--- config.mk ---
export PLATFORM = sky130hd
export DESIGN_NAME = uart_tx_param
export DESIGN_NICKNAME = d
export VERILOG_FILES = /design/src/rtl/uart_tx_param.sv
export SDC_FILE = /design/constraint.sdc
export NUM_CORES = 1
export LEC_CHECK = 0
export CAP_MARGIN = 40
export CORE_MARGIN = 2
export CORE_UTILIZATION = 52
export DETAILED_ROUTE_END_ITERATION = 12
export PLACE_DENSITY_LB_ADDON = 0.05
export SLEW_MARGIN = 30
export SYNTH_ARGS = -nofsm -noshare
export SYNTH_HDL_FRONTEND = slang
export SYNTH_SLANG_ARGS = --single-unit
--- constraint.sdc ---
create_clock -name CLK -period 3.1 [get_ports CLK]
set_input_delay 0.465 -clock CLK [delete_from_list [all_inputs] [get_ports CLK]]
set_output_delay 0.465 -clock CLK [all_outputs]
set_load 0.05 [all_outputs]
--- src/rtl/uart_tx_param.sv ---
// Small synchronous FIFO: valid/ready on both sides, pointers wrap modulo DEPTH.
// Latency: a word written at edge N is visible at the head after edge N.
// Backpressure: in_rdy is !full from the registered count and ignores a same-cycle pop.
module uart_tx_fifo #(
    parameter int W     = 8,
    parameter int DEPTH = 4
) (
    input  logic         core_clk,
    input  logic         rst_n,
    input  logic         in_vld,
    output logic         in_rdy,
    input  logic [W-1:0] in_dat,
    output logic         out_vld,
    input  logic         out_rdy,
    output logic [W-1:0] out_dat
);
    localparam int AW = $clog2(DEPTH);
    localparam logic [AW:0] FULL_CNT = (AW + 1)'(DEPTH);

    logic [W-1:0]  mem_q [DEPTH];
    logic [AW-1:0] wr_ptr_q, wr_ptr_d;
    logic [AW-1:0] rd_ptr_q, rd_ptr_d;
    logic [AW:0]   count_q, count_d;
    logic          wr_en;
    logic          rd_en;

    assign in_rdy  = (count_q != FULL_CNT);
    assign out_vld = (count_q != '0);
    assign out_dat = mem_q[rd_ptr_q];
    assign wr_en   = in_vld && in_rdy;
    assign rd_en   = out_rdy && out_vld;

    always_comb begin
        wr_ptr_d = wr_ptr_q;
        rd_ptr_d = rd_ptr_q;
        count_d  = count_q;
        if (wr_en) begin
            wr_ptr_d = wr_ptr_q + AW'(1);
        end
        if (rd_en) begin
            rd_ptr_d = rd_ptr_q + AW'(1);
        end
        case ({wr_en, rd_en})
            2'b10:   count_d = count_q + (AW + 1)'(1);
            2'b01:   count_d = count_q - (AW + 1)'(1);
            default: count_d = count_q;
        endcase
    end

    always_ff @(posedge core_clk) begin
        if (!rst_n) begin
            wr_ptr_q <= '0;
            rd_ptr_q <= '0;
            count_q  <= '0;
        end else begin
            wr_ptr_q <= wr_ptr_d;
            rd_ptr_q <= rd_ptr_d;
            count_q  <= count_d;
        end
    end

    // Storage needs no reset: the count guards every read.
    always_ff @(posedge core_clk) begin
        if (wr_en) begin
            mem_q[wr_ptr_q] <= in_dat;
        end
    end
endmodule

// UART transmitter: start, DATA_WIDTH bits LSB first, optional parity, one or two stops.
// Latency: word pushed at edge N is popped at N+1; TX_OUT shows the start bit after N+2.
// Backpressure: Ready is !full of the input FIFO; queued words go out back-to-back.
module uart_tx_param #(
    parameter int DATA_WIDTH     = 8,
    parameter int PRESCALE_WIDTH = 6,
    parameter int FIFO_DEPTH     = 4
) (
    input  logic                      CLK,
    input  logic                      RST,
    input  logic [DATA_WIDTH-1:0]     P_DATA,
    input  logic                      Data_Valid,
    output logic                      Ready,
    input  logic                      PAR_EN,
    input  logic                      PAR_TYP,
    input  logic                      STOP2,
    input  logic [PRESCALE_WIDTH-1:0] Prescale,
    output logic                      TX_OUT,
    output logic                      busy,
    output logic                      fifo_empty
);
    localparam int PW = PRESCALE_WIDTH;
    localparam int CW = $clog2(DATA_WIDTH);
    localparam logic [CW-1:0] LAST_BIT = CW'(DATA_WIDTH - 1);

    localparam logic [2:0] ST_IDLE   = 3'd0;
    localparam logic [2:0] ST_START  = 3'd1;
    localparam logic [2:0] ST_DATA   = 3'd2;
    localparam logic [2:0] ST_PARITY = 3'd3;
    localparam logic [2:0] ST_STOP   = 3'd4;

    logic [2:0]            state_q, state_d;
    logic [DATA_WIDTH-1:0] shift_q, shift_d;
    logic                  par_bit_q, par_bit_d;
    logic                  par_en_q, par_en_d;
    logic                  stop2_q, stop2_d;
    logic [PW-1:0]         prescale_q, prescale_d;
    logic [PW-1:0]         div_cnt_q, div_cnt_d;
    logic [CW-1:0]         bit_cnt_q, bit_cnt_d;
    logic                  tx_out_q, tx_out_d;
    logic                  busy_q, busy_d;

    logic                  fifo_vld;
    logic [DATA_WIDTH-1:0] fifo_dat;
    logic                  load;
    logic                  bit_done;
    logic                  line_bit;
    logic [PW-1:0]         eff_prescale;

    uart_tx_fifo #(
        .W     (DATA_WIDTH),
        .DEPTH (FIFO_DEPTH)
    ) u_fifo (
        .core_clk (CLK),
        .rst_n    (RST),
        .in_vld   (Data_Valid),
        .in_rdy   (Ready),
        .in_dat   (P_DATA),
        .out_vld  (fifo_vld),
        .out_rdy  (load),
        .out_dat  (fifo_dat)
    );

    assign eff_prescale = (Prescale == '0) ? PW'(1) : Prescale;
    assign bit_done     = (div_cnt_q == '0);

    always_comb begin
        state_d    = state_q;
        shift_d    = shift_q;
        par_bit_d  = par_bit_q;
        par_en_d   = par_en_q;
        stop2_d    = stop2_q;
        prescale_d = prescale_q;
        bit_cnt_d  = bit_cnt_q;
        div_cnt_d  = div_cnt_q - PW'(1);
        line_bit   = 1'b1;
        load       = 1'b0;

        case (state_q)
            ST_IDLE: begin
                div_cnt_d = div_cnt_q;
                load      = fifo_vld;
            end
            ST_START: begin
                line_bit = 1'b0;
                if (bit_done) begin
                    state_d   = ST_DATA;
                    bit_cnt_d = '0;
                end
            end
            ST_DATA: begin
                line_bit = shift_q[0];
                if (bit_done) begin
                    shift_d   = shift_q >> 1;
                    bit_cnt_d = bit_cnt_q + CW'(1);
                    if (bit_cnt_q == LAST_BIT) begin
                        state_d   = par_en_q ? ST_PARITY : ST_STOP;
                        bit_cnt_d = '0;
                    end
                end
            end
            ST_PARITY: begin
                line_bit = par_bit_q;
                if (bit_done) begin
                    state_d = ST_STOP;
                end
            end
            ST_STOP: begin
                // bit_cnt counts stop bits already sent; a queued word skips IDLE.
                if (bit_done) begin
                    if (stop2_q && (bit_cnt_q == '0)) begin
                        bit_cnt_d = CW'(1);
                    end else if (fifo_vld) begin
                        load = 1'b1;
                    end else begin
                        state_d = ST_IDLE;
                    end
                end
            end
            default: begin
                state_d = ST_IDLE;
            end
        endcase

        if (bit_done && (state_q != ST_IDLE)) begin
            div_cnt_d = prescale_q - PW'(1);
        end

        // Frame configuration is sampled only here and held until the next load.
        if (load) begin
            state_d    = ST_START;
            shift_d    = fifo_dat;
            par_bit_d  = (^fifo_dat) ^ PAR_TYP;
            par_en_d   = PAR_EN;
            stop2_d    = STOP2;
            prescale_d = eff_prescale;
            div_cnt_d  = eff_prescale - PW'(1);
            bit_cnt_d  = '0;
        end

        tx_out_d = line_bit;
        busy_d   = (state_q != ST_IDLE);
    end

    always_ff @(posedge CLK) begin
        if (!RST) begin
            state_q    <= ST_IDLE;
            shift_q    <= '0;
            par_bit_q  <= 1'b0;
            par_en_q   <= 1'b0;
            stop2_q    <= 1'b0;
            prescale_q <= PW'(1);
            div_cnt_q  <= '0;
            bit_cnt_q  <= '0;
            tx_out_q   <= 1'b1;
            busy_q     <= 1'b0;
        end else begin
            state_q    <= state_d;
            shift_q    <= shift_d;
            par_bit_q  <= par_bit_d;
            par_en_q   <= par_en_d;
            stop2_q    <= stop2_d;
            prescale_q <= prescale_d;
            div_cnt_q  <= div_cnt_d;
            bit_cnt_q  <= bit_cnt_d;
            tx_out_q   <= tx_out_d;
            busy_q     <= busy_d;
        end
    end

    assign TX_OUT     = tx_out_q;
    assign busy       = busy_q;
    assign fifo_empty = !fifo_vld;
endmodule

-- Yosys cells after proc, flatten, opt, wreduce, memory -nomap -nowiden
Memory sizes are Yosys's and may differ from the RTL's. A register that Yosys moved wholly into a read port is not among the register bits.
Index checks and enable logic that the tools add are counted.
- register bits: 38
- bits in writable memories: 32
- bits of input ports: 20
- output and inout bits: 4
- logic and storage cells: 105
- memories kept: 1
- add/sub/neg operators: 8
- equality and inequality tests: 25
- multiplexer cells: 33
- bitwise gates (word level): 3
- reduce and logical (&&, ||, !) cells: 21
- memory list (memory ; depth ; width ; rd ports ; clocked after Yosys merged registers in ; wr ports ; line ; RTL):
    u_fifo.mem_q ; 4 ; 8 ; 1 ; 1 ; 1 ; 20 ; logic [W-1:0] mem_q [DEPTH];
- operators by type and width (kind ; count):
    2-to-1 mux 3 bit ; 13
    2-to-1 mux 6 bit ; 4
    2-to-1 mux 8 bit ; 3
    inequality test 3 x 2 -> 1 bit, second input constant ; 8
    subtractor 6 x 1 -> 6 bit, second input constant ; 3
    inequality test 2 bit, second input constant ; 8
    AND reduction 8 bit ; 2
    one-hot mux 3 bit (5 select lines) ; 1
    logical NOT 6 bit ; 2
    one-hot mux 3 bit (3 select lines) ; 1
    nonzero test 3 bit ; 3
    XOR reduction 8 bit ; 1
    adder 3 x 1 -> 3 bit, second input constant ; 2
    == test 3 x 2 -> 1 bit, second input constant ; 2
    == test 3 bit, second input constant ; 2
    logical NOT 3 bit ; 2
    2-to-1 mux 1 bit ; 6
    one-hot mux 3 bit (2 select lines) ; 1
    nonzero test 2 bit ; 3
    AND reduction 5 bit ; 1
    adder 2 x 1 -> 2 bit, second input constant ; 2
    logical AND 1 bit ; 4
    2-to-1 mux 2 bit ; 2
    == test 3 x 1 -> 1 bit, second input constant ; 1
    other kinds (12) ; 13

-- Longest topological paths before layout
Gate-level depths: netlist of run 1.
- depth in word-level cells: 8
- depth in mapped cells: 15

-- Modules after synthesis
A second synthesis of run 1 with hierarchy kept.
- cells, all modules: 324
- area, all modules: 3458.3 sq um
- by module, submodules not included (module ; times used ; cells an instance ; area each (sq um)):
    uart_tx_param ; 1 ; 230 ; 1810.5
    uart_tx_fifo ; 1 ; 94 ; 1647.8

-- Least setup slack after synthesis of run 1
No wires, ideal clock.
- path kind: reg2reg
- start point: reg div_cnt_q[0]
- end point: reg u_fifo.count_q[2]
- data arrival time: 2.895 ns
- setup slack: 0.135 ns
- cell stages (with the launch flop): 13
- path buffers: 2
- clock period less this slack: 2.965 ns
- cells stage by stage: dfxtp_1 > or3_1 > buf_2 > or3b_4 > a21o_4 > clkinv_2 > buf_2 > ha_1 > inv_1 > fa_1 > xor2_1 > or3_1 > a21oi_1
- word-level cells in the longest chain between the ends: 6
- elaborated cells on any way between the ends: 8
- those cells by class: eq/ne (2); mux (3); reduce/logical (3)
- RTL lines (element ; line ; RTL):
    from (decl) ; 107 ; logic [PW-1:0] div_cnt_q, div_cnt_d;
    from (signal assigned) ; 233 ; div_cnt_q <= div_cnt_d;
    logical NOT 6 bit * ; 134 ; assign bit_done = (div_cnt_q == '0);
    2-to-1 mux 1 bit * ; 179 ; if (bit_done) begin
    one-hot mux 1 bit (2 select lines) * ; 148 ; case (state_q)
    logical AND 1 bit * ; 31 ; assign rd_en = out_rdy && out_vld;
    named net u_fifo.rd_en ; 25 ; logic rd_en;
    == test 2 x 1 -> 1 bit / == test 2 bit (equally long branches) ; 43 ; case ({wr_en, rd_en})
    one-hot mux 3 bit (2 select lines) / nonzero test 2 bit (equally long branches) ; - ;
    to (signal assigned) ; 58 ; count_q <= count_d;
    to (decl) ; 23 ; logic [AW:0] count_q, count_d;
Mark *: on every way through the listed nets, which the timed path passes. The rest lies on a longest branch.
A chain may end at the register's enable or synchronous reset.

-- Worst setup path after layout of run 1
- start point: reg div_cnt_q[0]
- end point: reg u_fifo.count_q[2]
- word-level cells in the longest chain between the ends: 6
- elaborated cells on any way between the ends: 8
- those cells by class: eq/ne (2); mux (3); reduce/logical (3)
- RTL lines (element ; line):
    logical NOT 6 bit * ; 134
    2-to-1 mux 1 bit * ; 179
    one-hot mux 1 bit (2 select lines) * ; 148
    logical AND 1 bit * ; 31
    == test 2 x 1 -> 1 bit / == test 2 bit (equally long branches) ; 43
    one-hot mux 3 bit (2 select lines) / nonzero test 2 bit (equally long branches) ; -
Mark *: on every way between the ends. The rest lies on a longest branch, timed or not.

==> impl.org, run 1 <==
** Layout
- Share of cells above drive strength 1 :: 0.0944
- FF+latch area :: 1760 um2
- Diodes inserted :: 0
- Post-layout instance count excluding filler cells :: 414
- Summing all non-filler instances in the final layout gives an area of 3780 um2.
- Layout net count :: 364
- Compared with the post-synthesis result, the final layout area differs by 15.9%.
- Summing all multi-input logic gate instances after layout gives 1390 um2.
- Fill cells :: 499

** GRT
- Global-route layer with the greatest usage :: met2
- Wire length of the first global-routing pass :: 10200 um
- Entering global routing, the biggest net connects 24 pins.
- Total congestion overflow :: 0
- In the global route stage, overall resource usage came out at 0.187.
- In the global route stage, met2 resource usage came out at 0.299.
- The number of global-route vias before repair was 2170.
- Met3 track utilization from global routing :: 0.0537
- Initial antenna violation count :: 0
- Global-route met1 utilization :: 0.237

** Placed design
- Port buffering added 23 buffers.
- Post-DP HPWL :: 4310 um
- The placed instances occupy a cell area of 3610 um2.
- OpenSTA, run right after detailed placement, puts the worst setup slack at 253 ps.
- Including well taps, the total number of placed cells is 398.
- Routability-driven placement congestion ratio :: 0.799

** Timing
- The total count of hold-check failures in the final report came to 0.
- Adding up every negative setup slack in the final design gives 0 ps.
- Max-slew headroom :: 0.649
- Once routing completed, OpenROAD measured the worst setup slack at 256 ps.
- Setup repair after global routing left no endpoint under its margin.
- Pin slew with the least headroom to its limit :: 526 ps
- Clock skew on the completed layout was measured at 7.36 ps.
- Static timing analysis puts the maximum clock frequency at 352 MHz.
- Across all hold checks on the routed design, the worst slack comes to 458 ps.
- Shortest clock period the worst path allows after layout :: 2840 ps
- Setup violations remaining at the end of the flow were counted as 0.
- Dividing the final minimum period by the clock period gives 0.918.
- Number of max-slew violations in the final report :: 0

** Synth
- Yosys mapped the design onto 44 distinct sky130hd cell types.
- After synthesis, the share of flip-flops with an asynchronous set or reset is 0.
- Cell types with the largest area share after synthesis :: sky130_fd_sc_hd__edfxtp_1, sky130_fd_sc_hd__dfxtp_1, sky130_fd_sc_hd__a21oi_1
- Mean area per synthesized cell :: 10.7 um2
- The most used flip-flop cell after synthesis is sky130_fd_sc_hd__dfxtp_1.
- Of the post-synthesis cell area, the dominant cell type holds 0.294.
- Nets in the synthesized netlist :: 336
- Largest area contributor in the synthesized netlist :: sky130_fd_sc_hd__edfxtp_1
- Counting every instance in the synthesized netlist gives 306.
- During synthesis, Yosys emitted a total of 0 warnings.
- Post-synthesis instance area :: 3270 um2
- Counting flops and latches in the post-synthesis netlist gives 72.
- For this run, the register share of the synthesized area comes to 0.539.
- In this run, synthesis inferred 32 flip-flops with an integrated enable.

** Floorplanning
- In this run the vertical extent of the chip is 83.2 um.
- Die extent in x :: 83.2 um
- Std-Cell Rows :: 28
- Initial cell density of the core :: 0.545
- For this design the top-level I/O count stands at 24.
- Die Footprint :: 6930 um2
- Core Area :: 5990 um2

** Setup path
- The worst setup path is launched from a register.
- CP Class :: reg2reg
- Data arrival time of the critical path :: 3120 ps
- Crit Reg-Reg Startpoint :: div_cnt_q[0]
- In this run the critical register-to-register path is captured at u_fifo.count_q[2].
- Minimum setup slack among reg-to-reg paths :: 260 ps
- Category of the worst setup path capture point :: register
- At the worst endpoint, the required time is 3380 ps.
- Critical-path maximum fanout :: 15
- Path depth of the worst reg2reg path :: 10

** Worst hold path
- Endpoint of the worst hold-timing path :: shift_q[5]
- Cell count of the worst hold path :: 2
- In this run the worst hold path is classified as reg2reg.
- In this run the most critical hold path is launched from shift_q[5].

** Power
- Part of the power in registers :: 0.396
- Summed over all cells, the static leakage comes to 1.38 nW.
- The share of total power dissipated in the clock network is 0.200.
- Of the total power, the share spent switching nets is 0.358.
- Summed over all nets, the switching power comes to 0.00123 W.
- Across the VDD grid, the largest voltage drop is 0.564 mV.
- For this design the ratio of total power to cell area is 909 nW/um2.
- Of the total power, combinational logic draws 0.404.
- Cell-internal power :: 0.00221 W

** Status
- The run finished with clean final reports.

** Clocking
- Total clock sinks :: 72
- Cell at the root of the clock tree :: sky130_fd_sc_hd__clkbuf_8
- Counting along the longest clock path gives a buffer depth of 2.
- In this run, CTS created clock tree buffers numbering 9.
- Clock-pin slew was measured on the worst setup and hold paths at 70 ps.
- TritonCTS built the clock tree.
- Post-CTS Hold Fix Bufs :: 0
- Gates resized during post-CTS repair numbered 0.
- # Post-CTS Setup Buffers :: 0
- Later-pin clock latency in the skew report :: 340 ps
- In this run the number of H-tree levels came out at 3.

** Routing
- Number of design-rule violations left by the first detailed-router iteration :: 105
- 1st-pass router iterations :: 4
- For this run, design rule violations remaining after detail routing come to 0.
- Final Routed Wirelength :: 6050 um
- Number of routed nets with antenna violations :: 0
- After detailed routing, the average wire length per cell comes to 14.6 um.
- Number of vias in the routed layout :: 2295
- Avg Vias per Cell :: 5.54

** Job
- Max-cap violations in this run came to 0.
## how the worst max path moves through the flow
stage,slack [ps],startpoint,cells after the start,end
floorplan,130,div_cnt_q[0],12,u_fifo.count_q[2]
global placement,210,Prescale[2],12,div_cnt_q[4]
detailed placement,250,Prescale[2],12,div_cnt_q[4]
CTS,260,div_cnt_q[0],10,u_fifo.count_q[2]
global route,90,bit_cnt_q[0],12,u_fifo.count_q[2]
finish,260,div_cnt_q[0],10,u_fifo.count_q[2]
## critical path, cell delays in order, from the launching register on
cell and delay (ps):
sky130_fd_sc_hd__dfxtp_1 340, sky130_fd_sc_hd__or3_1 410, sky130_fd_sc_hd__or3b_4 420, sky130_fd_sc_hd__a21o_4 290
sky130_fd_sc_hd__clkinv_2 100, sky130_fd_sc_hd__ha_1 180, sky130_fd_sc_hd__inv_1 60, sky130_fd_sc_hd__fa_1 380
sky130_fd_sc_hd__xor2_1 160, sky130_fd_sc_hd__or3_1 310, sky130_fd_sc_hd__a21oi_1 140
## per-stage QoR
| stage | utilization | power, W |
|---|---|---|
| 2_1_floorplan | - | 0.00245 |
| 3_3_place_gp | 0.597 | 0.00276 |
| 3_5_place_dp | 0.602 | 0.00278 |
| 4_1_cts | 0.632 | 0.00347 |
| 5_1_grt | 0.632 | 0.00370 |
| 6_report | 0.632 | 0.00344 |
## final cells by class
class,instances,area share
Sequential cell,72,0.466
Clock buffer,10,0.0337
Inverter,14,0.0142
Clock inverter,6,0.0132
Tap cell,75,0.0248
Timing Repair Buffer,30,0.0800
Multi-Input combinational cell,207,0.368
## cells in the final DEF, fill, tap and decap left out, types with 2 or more instances in the layout
cell and instances:
sky130_fd_sc_hd__a211oi_1 4, sky130_fd_sc_hd__a21oi_1 37, sky130_fd_sc_hd__a22oi_1 7, sky130_fd_sc_hd__and3_1 4, sky130_fd_sc_hd__buf_4 6, sky130_fd_sc_hd__clkbuf_8 9
sky130_fd_sc_hd__clkdlybuf4s50_1 23, sky130_fd_sc_hd__clkinv_1 4, sky130_fd_sc_hd__clkinv_2 2, sky130_fd_sc_hd__dfxtp_1 40, sky130_fd_sc_hd__edfxtp_1 32, sky130_fd_sc_hd__ha_1 9
sky130_fd_sc_hd__inv_1 13, sky130_fd_sc_hd__mux2i_1 2, sky130_fd_sc_hd__mux4_2 8, sky130_fd_sc_hd__nand2_1 34, sky130_fd_sc_hd__nand2b_1 3, sky130_fd_sc_hd__nand3_1 6
sky130_fd_sc_hd__nand3b_1 2, sky130_fd_sc_hd__nor2_1 29, sky130_fd_sc_hd__nor2b_1 2, sky130_fd_sc_hd__nor3_1 5, sky130_fd_sc_hd__o211ai_1 3, sky130_fd_sc_hd__o21a_1 2
sky130_fd_sc_hd__o21ai_0 10, sky130_fd_sc_hd__or3_1 6, sky130_fd_sc_hd__or4_1 2, sky130_fd_sc_hd__xnor2_1 11, sky130_fd_sc_hd__xor2_1 6
## metal layers
layer  wire length, um  up-vias
met3               232        7
met5                 0        -
met4                86        0
met1              2800     1099
met2              2930       41
li1                  -     1148
## cells in the mapped netlist (all sizes together), types with 2 or more instances
cell type / count
a211oi: 4
a21oi: 37
a22oi: 7
and3: 4
buf: 6
clkbuf: 7
dfxtp: 40
edfxtp: 32
ha: 9
inv: 13
mux2i: 2
mux4: 8
nand2: 34
nand2b: 3
nand3: 6
nand3b: 2
nor2: 29
nor2b: 2
nor3: 6
o211ai: 3
o21a: 2
o21ai: 10
or3: 6
or4: 2
xnor2: 11
xor2: 6
## logic make-up after synthesis
family | after synthesis | synth area share
flip-flops | 72 | 0.539
XOR/XNOR | 18 | 0.0525
buffers and inverters | 27 | 0.0337
AND/OR/NAND/NOR | 99 | 0.144
adder cells (fa/ha/maj) | 10 | 0.0406
multiplexers | 10 | 0.0613
AO/OA/AOI/OAI | 70 | 0.129
## registers in the layout, indices dropped and copies added (netlist names), named ones only
register,count
TX_OUT,1
stop2_q,1
div_cnt_q,6
par_en_q,1
u_fifo.mem_q,32
shift_q,8
busy,1
bit_cnt_q,3
prescale_q,6
u_fifo.wr_ptr_q,2
u_fifo.count_q,3
state_q,3
u_fifo.rd_ptr_q,2
par_bit_q,1
## power by group through the flow
stage                     Combinational (W)  Sequential [W]  Clock, W
final                               0.00139         0.00136  0.000687
after global routing                0.00156         0.00139  0.000748
after CTS                           0.00140         0.00136  0.000709
after detailed placement            0.00139         0.00138         0
after global placement              0.00138         0.00138         0
after floorplan                     0.00113         0.00133         0
Note: power is estimated with default switching activity, not from simulation.
==> inputs of run 2 (changes only) <==
- clock period: 3.1 -> 2.4 ns (I/O delays scaled with it)
==> run 2 against run 1 <==
Compared with the run above:
- critical path depth is the same
- highest routed layer unchanged
- register-to-register slack worse by 410 ps
- combinational power increased by 68%
- clock-buffer cell count shrank 1
- cell count increased by 7.0%
- die area did not move
- the flow now finishes with violations (setup timing)
- first-iteration DRC count grew 29%
- sequential share of layout area fell by 3.7 points
- hold slack improved by 1.6 ps
- largest cell class unchanged
- worst setup slack lost 410 ps
- sequential power up 26%
==> impl.org, run 2 (synthesized netlist as in run 1, its figures left out) <==
** Timing
- The total count of max-transition violations in the final report was 0 (unchanged).
- Post-route worst hold slack :: 460 ps (+1.57 ps)
- The final worst-path setup slack came to -153 ps (-409 ps).
- Setup-failing EPs final :: 2 (+2)
- Worst-case clock skew :: 7.93 ps (+0.574 ps)
- The transition at the pin with the smallest max-transition slack was 563 ps (+36.6 ps).
- The minimum clock period after layout is 2550 ps (-291 ps).
- Number of endpoints with negative hold slack in the final report :: 0 (unchanged)
- The final setup TNS was -242 ps (-242 ps).
- The timing-limited maximum frequency came to 392 MHz (+11%).
- Crit share post-route :: 1.06 (+0.146)
- Unrepaired setup endpoints after global routing :: yes
- The max-slew headroom at the worst pin is 0.624 (-0.0243).

** Layout
- Share of the core filled with cells :: 0.687 (+0.0549)
- Largest registers :: u_fifo.mem_q: 32 flops, shift_q: 8 flops
- The count of filler cells inserted in the layout is 450 (-9.8%).
- Share of cells above drive strength 1 :: 0.228 (+0.134)
- Compared with the post-synthesis result, the final layout area differs by 25.9%.
- Layout net count :: 393 (+8.0%)
- The finished layout cell area is 4110 um2 (+8.7%).
- Largest register by flop count :: u_fifo.mem_q
- The library cell used most frequently in the layout, excluding fill and tap cells, is sky130_fd_sc_hd__dfxtp_1.
- The number of flip-flops under the largest register name came to 32 (unchanged).
- Diodes inserted :: 0 (unchanged)
- Leading cell types in the layout, fill and taps excluded :: sky130_fd_sc_hd__dfxtp_1, sky130_fd_sc_hd__buf_4, sky130_fd_sc_hd__a21oi_1

** Floorplanning
- Number of placed I/O pins :: 24 (unchanged)
- The total core area was 5990 um2 (unchanged).
- The die width came to 83.2 um (unchanged).
- DIE HEIGHT :: 83.2 um (unchanged)
- The starting utilization of the core area is 0.545 (unchanged).
- The area of the die was 6930 um2 (unchanged).
- Std-Cell Rows :: 28 (unchanged)

** Setup path
- The arrival time at the worst endpoint came to 2820 ps (-300 ps).
- The worst setup path is captured at a register.
- The highest fanout seen on the critical path is 4 (-11).
- STA classifies the critical path startpoint as a register.
- The signal on the critical path passes through or3_4 -> or3b_4 -> a21o_4 -> clkinv_4 -> ha_4 -> inv_2 -> fa_2 -> xor2_1 -> or3_1 -> a21oi_1.
- By startpoint and endpoint, the worst setup path is classified as reg2reg.
- The largest incremental delay on the critical path was 410 ps (about the same).
- Dominant delay contributor by cell family on the critical path :: simple AND/OR/NAND/NOR gates
- Buffers plus inverters on the worst setup path :: 2 (unchanged)
- CP max stage cell :: sky130_fd_sc_hd__or3b_4
- Required time at the worst-slack endpoint :: 2670 ps (-710 ps)

** Clocking
- The number of buffers inserted during clock tree synthesis is 9 (unchanged).
- The post-CTS clock slew at the launch and capture registers of the worst setup and hold paths is 80 ps (about the same).
- Total clock sinks :: 72 (unchanged)
- The worst-skew pair later-pin latency is 340 ps (about the same).
- TritonCTS clock tree :: done
- CTS placed an instance of sky130_fd_sc_hd__clkbuf_8 at the clock tree root.
- The maximum number of buffers from clock root to sink was 2 (unchanged).
- The CTS H-tree depth was 3 (unchanged).

** Job
- The number of violations of the max-capacitance limit was 0 (unchanged).

** Placed design
- The routability congestion estimate came to 0.802 (+0.34%).
- Quantity of I/O buffers inserted on ports :: 23 (unchanged)
- Post-DP HPWL :: 4490 um (+4.1%)
- Place WS :: -236 ps (-489 ps)
- Area post-placement :: 3770 um2 (+4.7%)

** GRT
- The total global routing track utilization came to 0.199 (+0.0119).
- The met1 track demand over resource came to 0.271 (+0.0338).
- The met2 layer usage reported by global route came to 0.311 (+0.0117).
- The routing usage on met3 came to 0.0378 (-0.0159).
- The largest net degree at the start of global routing is 23 (-4.2%).
- The global-route wire length before repair came to 11100 um (+9.0%).
- The number of antenna violations at the first check in global routing is 0 (unchanged).
- Global-route layer with the greatest usage :: met2
- Total congestion overflow :: 0 (unchanged)
- The number of global-route vias before repair was 2380 (+9.7%).

** Routing
- The vias after detailed routing is 2409 (+5.0%).
- Number of design-rule violations left by the first detailed-router iteration :: 135 (+29%)
- Number of routed nets with antenna violations :: 0 (unchanged)
- The count of TritonRoute iterations in the first routing pass was 5 (+1).
- The aggregate routed wire length is 6580 um (+8.9%).
- The per-cell via count in the routed design came to 5.44 (-1.9%).
- Detailed-route DRC error count :: 0 (unchanged)
- The wire length per cell came to 14.9 um (+1.8%).

** Status
- Status :: complete, but fails checks
- Violations in the final reports :: setup timing

** Power
- Power Density :: 1250 nW/um2 (+38%)
- Static leakage :: 1.54 nW (+12%)
- Worst supply voltage drop on vdd :: 0.690 mV (+22%)

** Worst hold path
- Type of the tightest min-delay check :: reg2reg
[run 2: timing repair]
action                     4_1_cts  5_1_grt
pin swaps                        6        7
gates cloned                     0        0
buffers inserted                 5        1
setup endpoints to repair        3       11
hold buffers                     0        0
resized for setup               10        7
[run 2: path summary, 6_finish.rpt]
check          startpoint                end  slack, ps  depth (start not counted)
max reg2reg  div_cnt_q[5]  u_fifo.count_q[2]       -150                         10
min            shift_q[1]         shift_q[1]        460                          2
max          div_cnt_q[5]  u_fifo.count_q[2]       -150                         10
min reg2reg    shift_q[1]         shift_q[1]        460                          2
[run 2: power breakdown]
group	switching (W)	leakage [nW]	internal [W]
clock network	0.000487	0.107	0.000596
logic	0.00118	0.807	0.00116
registers	0.000174	0.623	0.00155
[run 2: routing by layer]
layer	vias to the layer above	wire (um)
met1	1138	3060
met3	8	228
met4	0	82
met2	57	3210
met5	-	0
li1	1206	-
[run 2: area by class of cell]
| cell class | count | area (um2) | share of cell area |
|---|---|---|---|
| Clock buffer | 9 | 124 | 0.0301 |
| Clock inverter | 7 | 101 | 0.0246 |
| Inverter | 14 | 57.6 | 0.0140 |
| Multi-Input combinational cell | 207 | 1470 | 0.358 |
| Sequential cell | 72 | 1760 | 0.429 |
| Tap cell | 75 | 93.8 | 0.0228 |
| Timing Repair Buffer | 59 | 498 | 0.121 |
[run 2: tightest hold or removal path: cells and delay by family (launching register included)]
family	cells	cell delay, ps
flops	1	320
simple gates	1	50
compound gates	1	50
[run 2: metrics by stage]
stage          total power (W)  cells
6_report               0.00515    443
5_1_grt                0.00550    443
4_1_cts                0.00505    442
3_5_place_dp           0.00381    421
3_3_place_gp           0.00378    421
2_1_floorplan          0.00323    306
==> inputs of run 3 (changes only) <==
- ABC_CLOCK_PERIOD_IN_PS: default -> 2400
- CAP_MARGIN: 40 -> default
==> results of run 3 <==
No change in the layout: final DEF, timing and power equal those of run 2.
